**config.mk**
```make
export PLATFORM = sky130hd
export DESIGN_NAME = pulse_gen
export DESIGN_NICKNAME = d
export VERILOG_FILES = /design/src/rtl/pulse_gen.sv
export SDC_FILE = /design/constraint.sdc
export NUM_CORES = 1
export LEC_CHECK = 0
export BUFFER_PORTS_ARGS = -buffer_cell sky130_fd_sc_hd__buf_2
export CORE_MARGIN = 10
export CORE_UTILIZATION = 35
export DETAILED_ROUTE_END_ITERATION = 8
export HOLD_SLACK_MARGIN = 0.08
export SLEW_MARGIN = 20
export SYNTH_ARGS = -nofsm -noshare
export SYNTH_HDL_FRONTEND = slang
export SYNTH_SLANG_ARGS = --single-unit
export TNS_END_PERCENT = 5
```
**constraint.sdc**
```tcl
create_clock -name clk -period 4.01 [get_ports clk]
set_input_delay 0.401 -clock clk [delete_from_list [all_inputs] [get_ports clk]]
set_output_delay 0.401 -clock clk [all_outputs]
set_load 0.02 [all_outputs]
```
**src/rtl/pulse_gen.sv**
```systemverilog
// Retriggerable one-shot pulse generator with post-pulse lockout.
// A tick with non-zero len launches a len-cycle pulse; ticks that cannot be honoured raise drop.
module pulse_gen #(
    parameter int CNT_W  = 8,
    parameter int GAP    = 1,
    parameter bit RETRIG = 1'b0
) (
    input  logic             clk,
    input  logic             rst,
    input  logic             tick,
    input  logic [CNT_W-1:0] len,
    output logic             pulse,
    output logic             busy,
    output logic             done,
    output logic             drop
);

    typedef enum logic [1:0] {
        IDLE   = 2'd0,
        ACTIVE = 2'd1,
        LOCK   = 2'd2
    } state_t;

    localparam logic [CNT_W-1:0] CNT_ONE = CNT_W'(1);
    localparam logic [7:0]       GAP_L   = 8'(GAP);
    localparam logic [7:0]       LOCK_ONE = 8'd1;

    state_t           state;
    logic [CNT_W-1:0] cnt;
    logic [7:0]       lock_cnt;
    logic             len_ok;

    assign len_ok = (len != '0);

    always_ff @(posedge clk or posedge rst) begin
        if (rst) begin
            state    <= IDLE;
            cnt      <= '0;
            lock_cnt <= '0;
            pulse    <= 1'b0;
            busy     <= 1'b0;
            done     <= 1'b0;
            drop     <= 1'b0;
        end else begin
            done <= 1'b0;
            drop <= 1'b0;
            case (state)
                IDLE: begin
                    if (tick && len_ok) begin
                        cnt   <= len;
                        state <= ACTIVE;
                        pulse <= 1'b1;
                        busy  <= 1'b1;
                    end
                end
                ACTIVE: begin
                    if (RETRIG && tick && len_ok) begin
                        // A reload wins even on the edge that would have ended the pulse.
                        cnt <= len;
                    end else begin
                        if (tick && !RETRIG)
                            drop <= 1'b1;
                        if (cnt == CNT_ONE) begin
                            cnt   <= '0;
                            pulse <= 1'b0;
                            done  <= 1'b1;
                            if (GAP == 0) begin
                                state <= IDLE;
                                busy  <= 1'b0;
                            end else begin
                                state    <= LOCK;
                                lock_cnt <= GAP_L;
                            end
                        end else begin
                            cnt <= cnt - CNT_ONE;
                        end
                    end
                end
                LOCK: begin
                    drop <= tick;
                    if (lock_cnt <= LOCK_ONE) begin
                        lock_cnt <= '0;
                        state    <= IDLE;
                        busy     <= 1'b0;
                    end else begin
                        lock_cnt <= lock_cnt - LOCK_ONE;
                    end
                end
                default: begin
                    state <= IDLE;
                    pulse <= 1'b0;
                    busy  <= 1'b0;
                end
            endcase
        end
    end

endmodule
```
==> results of run 1 <==
-- worst max-delay path by stage --
stage,start,endpoint,depth (start not counted)
floorplan,cnt[1],lock_cnt[5],7
global placement,state[1],lock_cnt[3],6
detailed placement,state[1],lock_cnt[3],6
CTS,state[1],lock_cnt[3],6
global route,state[1],lock_cnt[7],6
finish,state[1],lock_cnt[3],6
-- critical path, delay by kind of cell (launching register included) --
family                     cells  cell delay, ns
AOI/OAI and AO/OA              2            0.64
adders and majority gates      1            0.40
and+or+nand+nor                1            0.51
DFF                            1            0.40
buffers and inverters          2            0.36
-- power by group --
part	internal (mW)	switching (mW)
registers	0.315	0.0811
logic	0.263	0.388
clock network	0.133	0.0710
total	0.712	0.540
-- synthesized netlist by cell type (all sizes together) (4+ instances only) --
library cell / count / area (um2)
a21oi: 11 / 58.8
o21ai: 7 / 35.0
o31ai: 4 / 30.0
ha: 7 / 87.6
a22o: 4 / 35.0
nor2: 7 / 26.3
nor3: 8 / 51.3
inv: 14 / 52.6
dfrtp: 22 / 551
or4: 8 / 63.8
clkbuf: 5 / 18.8
or3: 5 / 31.3
o2bb2ai: 5 / 43.8
-- kinds of logic (layout without fill, tap and decap cells) --
logic type                 after synthesis  after routing  synth area share
muxes                                    2              2            0.0146
and+or+nand+nor                         41             41             0.186
buffers and inverters                   22             32            0.0722
adders and majority gates                7              7            0.0640
DFF                                     22             22             0.402
AOI/OAI and AO/OA                       49             49             0.261
-- layer usage --
layer	track usage	share of wire	vias to the layer above
met4	0.0334	0.011	0
met1	0.109	0.46	550
met2	0.161	0.50	26
met3	0.0184	0.032	4
met5	0	0	-
li1	-	-	565
-- state kept, by name (all words and copies together) (netlist names) --
signal / cells
state: 2
pulse: 1
drop: 1
cnt: 8
done: 1
busy: 1
lock_cnt: 8
-- final cells by class --
type                       count  share of cell area
clock inverter                 1              0.0197
timing repair buffer          14              0.0460
sequential                    22               0.361
inverter                      14              0.0345
tap                           48              0.0394
clock buffer                   3              0.0271
multi-input combinational     99               0.472
==> impl_metrics.toml, run 1 <==
[outcome]
status = "finished clean"

[cells_and_area]
fin_area_mm2 = 0.00152
mostFrequentLayoutCells = "dfrtp_1 (22), inv_1 (14), buf_2 (14), a21oi_1 (10)"
final_nets = 172
diodes = 0
multi_input_area_um2 = 719
fin_cells = 201
final_layout_size_suffix_gt1_frac = 0.150
final_util = 0.410
regArea_um2 = 551
n_fill_cell = 363
final_common_cell = "dfrtp_1"
area_growth_pct = 11.3

[route]
vias_per_cell = 5.70
routedWlPerCell_um = 14.8
wl_um = 2970
first_iter_violations = 79
dr_total_vias = 1145
drc = 0
dr.pass1.iters = 4
ant_nets = 0

[floorplan]
die-width_um = 82.5
pin_count = 15
die_h_um = 82.5
start_util = 0.368
die_area_mm2 = 0.00681
coreArea_mm2 = 0.00372
fp-row-count = 22

[placed_design]
numPortBuffers = 14
dp_cells = 197
place_congestion = 0.947
post-dp-hpwl_um = 2310
post-place-ws_ns = 1.65
place_area_mm2 = 0.00145

[pwr]
p_per_area_mw_per_mm2 = 822
power_mw = 1.25
p_leak_nw = 0.663
vdd_drop_max_mv = 0.294

[timing]
timing.hold.ws_ns = 0.304
rsz0062_at_grt = "no"
clock-skew-final_ns = 0.00282
maxSlewHeadroom = 0.430
fmax_ghz = 0.419
setup_viol_count_final = 0
worstMarginPinSlew_ns = 0.854
slew_violations = 0
finalCriticalPeriod_ns = 2.39
report.final.hold_viol_count = 0
setup_ws_ns = 1.62
fin_crit_sh = 0.595
setup_tns_ns = 0

[run]
maxCapViolCount = 0

[setup_path]
reg2reg_from = "state[1]"
reg2reg_slack_ns = 1.62
crit_top_cell = "inv_1"
path_cells = "inv_1, ha_1, inv_1, o31a_1, or4_1, a21oi_1"
critical_path_class = "reg2reg"
cp_max_fo = 12
slowest_stage = "or4_1"
cpPeakStageDelay_ns = 0.51
ff2ff_path_depth = 6
cp-start-kind = "flop"
required_ns = 4.20
r2r-end = "lock_cnt[3]"
critPathArrivalTime_ns = 2.57
cp-end-kind = "flop"

[yosys]
synth_warnings = 0
synthFlopType = "dfrtp_1"
syn-mean-instance-area_um2 = 9.57
synthCells = 143
async_flop_share = 1.00
seq_area_frac_synth = 0.402
synth_nets = 161
synth_enable_flop_cells = 0
syn-cell-area_mm2 = 0.00137
ys_ff_latch = 22
ys_types = 40

[clock_network]
cts_buffer_depth = 2
cts_tree = "done"
cts.hold.buffers_added = 0
clk_pin_slew_ns = 0.08
cts.htree.levels = 1
numCtsBuffers = 3
clock_latency_ns = 0.26
numClockSinks = 22
cts_resized = 0
post-cts-setup-buffers = 0
cts_root_buffer = "clkbuf_8"

[global_routing]
antenna_found_initial = 0
grt_max_degree = 23
grt_pass1_wl_um = 5060
gr-total-overflow = 0
gr-usage-all-layers = 0.0922
grt_pass1_vias = 1117

[min_path]
hp-class = "in2async"
(Power assumes the default switching activity.)
==> inputs of run 2 (changes only) <==
==> constraint.sdc (replaced) <==
create_clock -name clk -period 2 [get_ports clk]
set_input_delay 0.2 -clock clk [delete_from_list [all_inputs] [get_ports clk]]
set_output_delay 0.2 -clock clk [all_outputs]
set_load 0.02 [all_outputs]
==> impl_metrics.toml, run 2 (synthesis gave the netlist of run 1 again) <==
[pwr]
swShare = 0.429
seq_power_share = 0.254
p_comb_frac = 0.637
p_int_mw = 1.73
power_switching_mw = 1.30
p_leak_nw = 0.816
clockPowerShare = 0.109
vdd_drop_max_mv = 0.646
p_per_area_mw_per_mm2 = 1670

[global_routing]
gr-usage-all-layers = 0.112
gr-usage-met3 = 0.0324
antenna_found_initial = 0
gr-usage-met2 = 0.201
grt_use_met1 = 0.128
gr-max-usage-layer = "met2"
grt_max_degree = 23
gr-total-overflow = 0
grt_pass1_wl_um = 6070
grt_pass1_vias = 1302

[floorplan]
pin_count = 15
die_area_mm2 = 0.00681
die_h_um = 82.5
start_util = 0.368
coreArea_mm2 = 0.00372
die-width_um = 82.5
fp-row-count = 22

[timing]
maxSlewHeadroom = 0.801
worstMarginPinSlew_ns = 0.295
clock-skew-final_ns = 0.00270
slew_violations = 0
rsz0062_at_grt = "yes"
setup_ws_ns = -0.0383
fmax_ghz = 0.491
finalCriticalPeriod_ns = 2.04
fin_crit_sh = 1.02
setup_viol_count_final = 4
report.final.hold_viol_count = 0

[placed_design]
post-dp-hpwl_um = 2680
numPortBuffers = 14
place_area_mm2 = 0.00166
place_congestion = 0.943
dp_cells = 224

[cells_and_area]
area_growth_pct = 32.4
n_fill_cell = 366
top_regs = "cnt: 8 flops, lock_cnt: 8 flops, state: 2 flops"
fin_area_mm2 = 0.00181
mostFrequentLayoutCells = "buf_4 (27), dfrtp_1 (22), buf_2 (14), inv_1 (13)"
final_nets = 202
final_common_cell = "buf_4"
final_layout_size_suffix_gt1_frac = 0.355
diodes = 0
fin_cells = 231

[route]
drc = 0
wl_um = 3620
vias_per_cell = 5.50
dr_total_vias = 1271
dr.pass1.iters = 4
first_iter_violations = 72
routedWlPerCell_um = 15.7
ant_nets = 0

[min_path]
hp-class = "in2reg"

[clock_network]
cts_tree = "done"
clock_latency_ns = 0.27
cts_root_buffer = "clkbuf_8"
cts_buffer_depth = 2
numCtsBuffers = 3
cts.htree.levels = 1
numClockSinks = 22
clk_pin_slew_ns = 0.08

[setup_path]
cp_max_fo = 5
critPathArrivalTime_ns = 2.24
required_ns = 2.20
critical_path_class = "reg2reg"
cp-end-kind = "flop"
cp-start-kind = "flop"

[outcome]
status = "finished, violations left"
failed_checks = "negative setup slack"

[run]
maxCapViolCount = 0
==> run 2: path summary, 6_finish.rpt <==
check,startpoint,to,slack (ns),cells past startpoint
max,cnt[1],lock_cnt[2],-0.04,7
min,tick,drop,0.18,2
max reg2reg,cnt[1],lock_cnt[2],-0.04,7
min reg2reg,busy,busy,0.50,1
max in group asynchronous,rst,lock_cnt[2],1.27,4
min in group asynchronous,rst,lock_cnt[1],0.50,4
==> run 2: worst max-delay path, stage by stage, from the launching register on <==
cell and delay [ns]:
dfrtp_1 0.39, inv_2 0.06, ha_1 0.14, or3b_4 0.38, o31a_1 0.35, buf_4 0.17
or3_1 0.33, a21oi_2 0.15
==> run 2: metrics by stage <==
stage / setup TNS, ns / power [mW] / util / hold WS, ns / setup WS (ns)
floorplan: 0 / 1.87 / - / 0.189 / 0.0219
global placement: -0.00771 / 2.45 / 0.446 / 0.252 / -0.00575
detailed placement: -0.182 / 2.51 / 0.446 / 0.259 / -0.0899
CTS: -0.00189 / 2.87 / 0.469 / 0.176 / -0.00189
global route: -0.496 / 3.28 / 0.488 / 0.190 / -0.115
finish: -0.0731 / 3.03 / 0.488 / 0.178 / -0.0383
==> run 2: what timing repair did <==
action | in CTS | in global routing
setup endpoints to repair | 5 | 11
resized for setup | 1 | 18
hold buffers | 1 | 0
buffers inserted | 2 | 0
cloned | 0 | 0
hold endpoints to repair | 22 | 0
pin swaps | 4 | 5
==> run 2: final cells by class <==
| cell class | count | area [um2] | share of cell area |
|---|---|---|---|
| Clock buffer | 4 | 55.1 | 0.0304 |
| Inverter | 14 | 52.6 | 0.0290 |
| Multi-Input combinational cell | 99 | 790 | 0.435 |
| Sequential cell | 22 | 551 | 0.304 |
| Tap cell | 48 | 60.1 | 0.0331 |
| Timing Repair Buffer | 44 | 305 | 0.168 |
==> run 2: power by group through the flow <==
stage | Clock [mW] | Sequential, mW | Combinational [mW]
finish | 0.329 | 0.768 | 1.93
global route | 0.356 | 0.790 | 2.13
CTS | 0.334 | 0.763 | 1.78
detailed placement | 0 | 0.769 | 1.74
global placement | 0 | 0.765 | 1.69
floorplan | 0 | 0.798 | 1.08
==> run 2: per-layer routing <==
layer | wire (um) | vias to the layer above | share of wire
met1 | 1620 | 612 | 0.45
met4 | 36 | 0 | 0.010
met5 | 0 | - | 0
li1 | - | 629 | -
met2 | 1860 | 26 | 0.51
met3 | 104 | 4 | 0.029
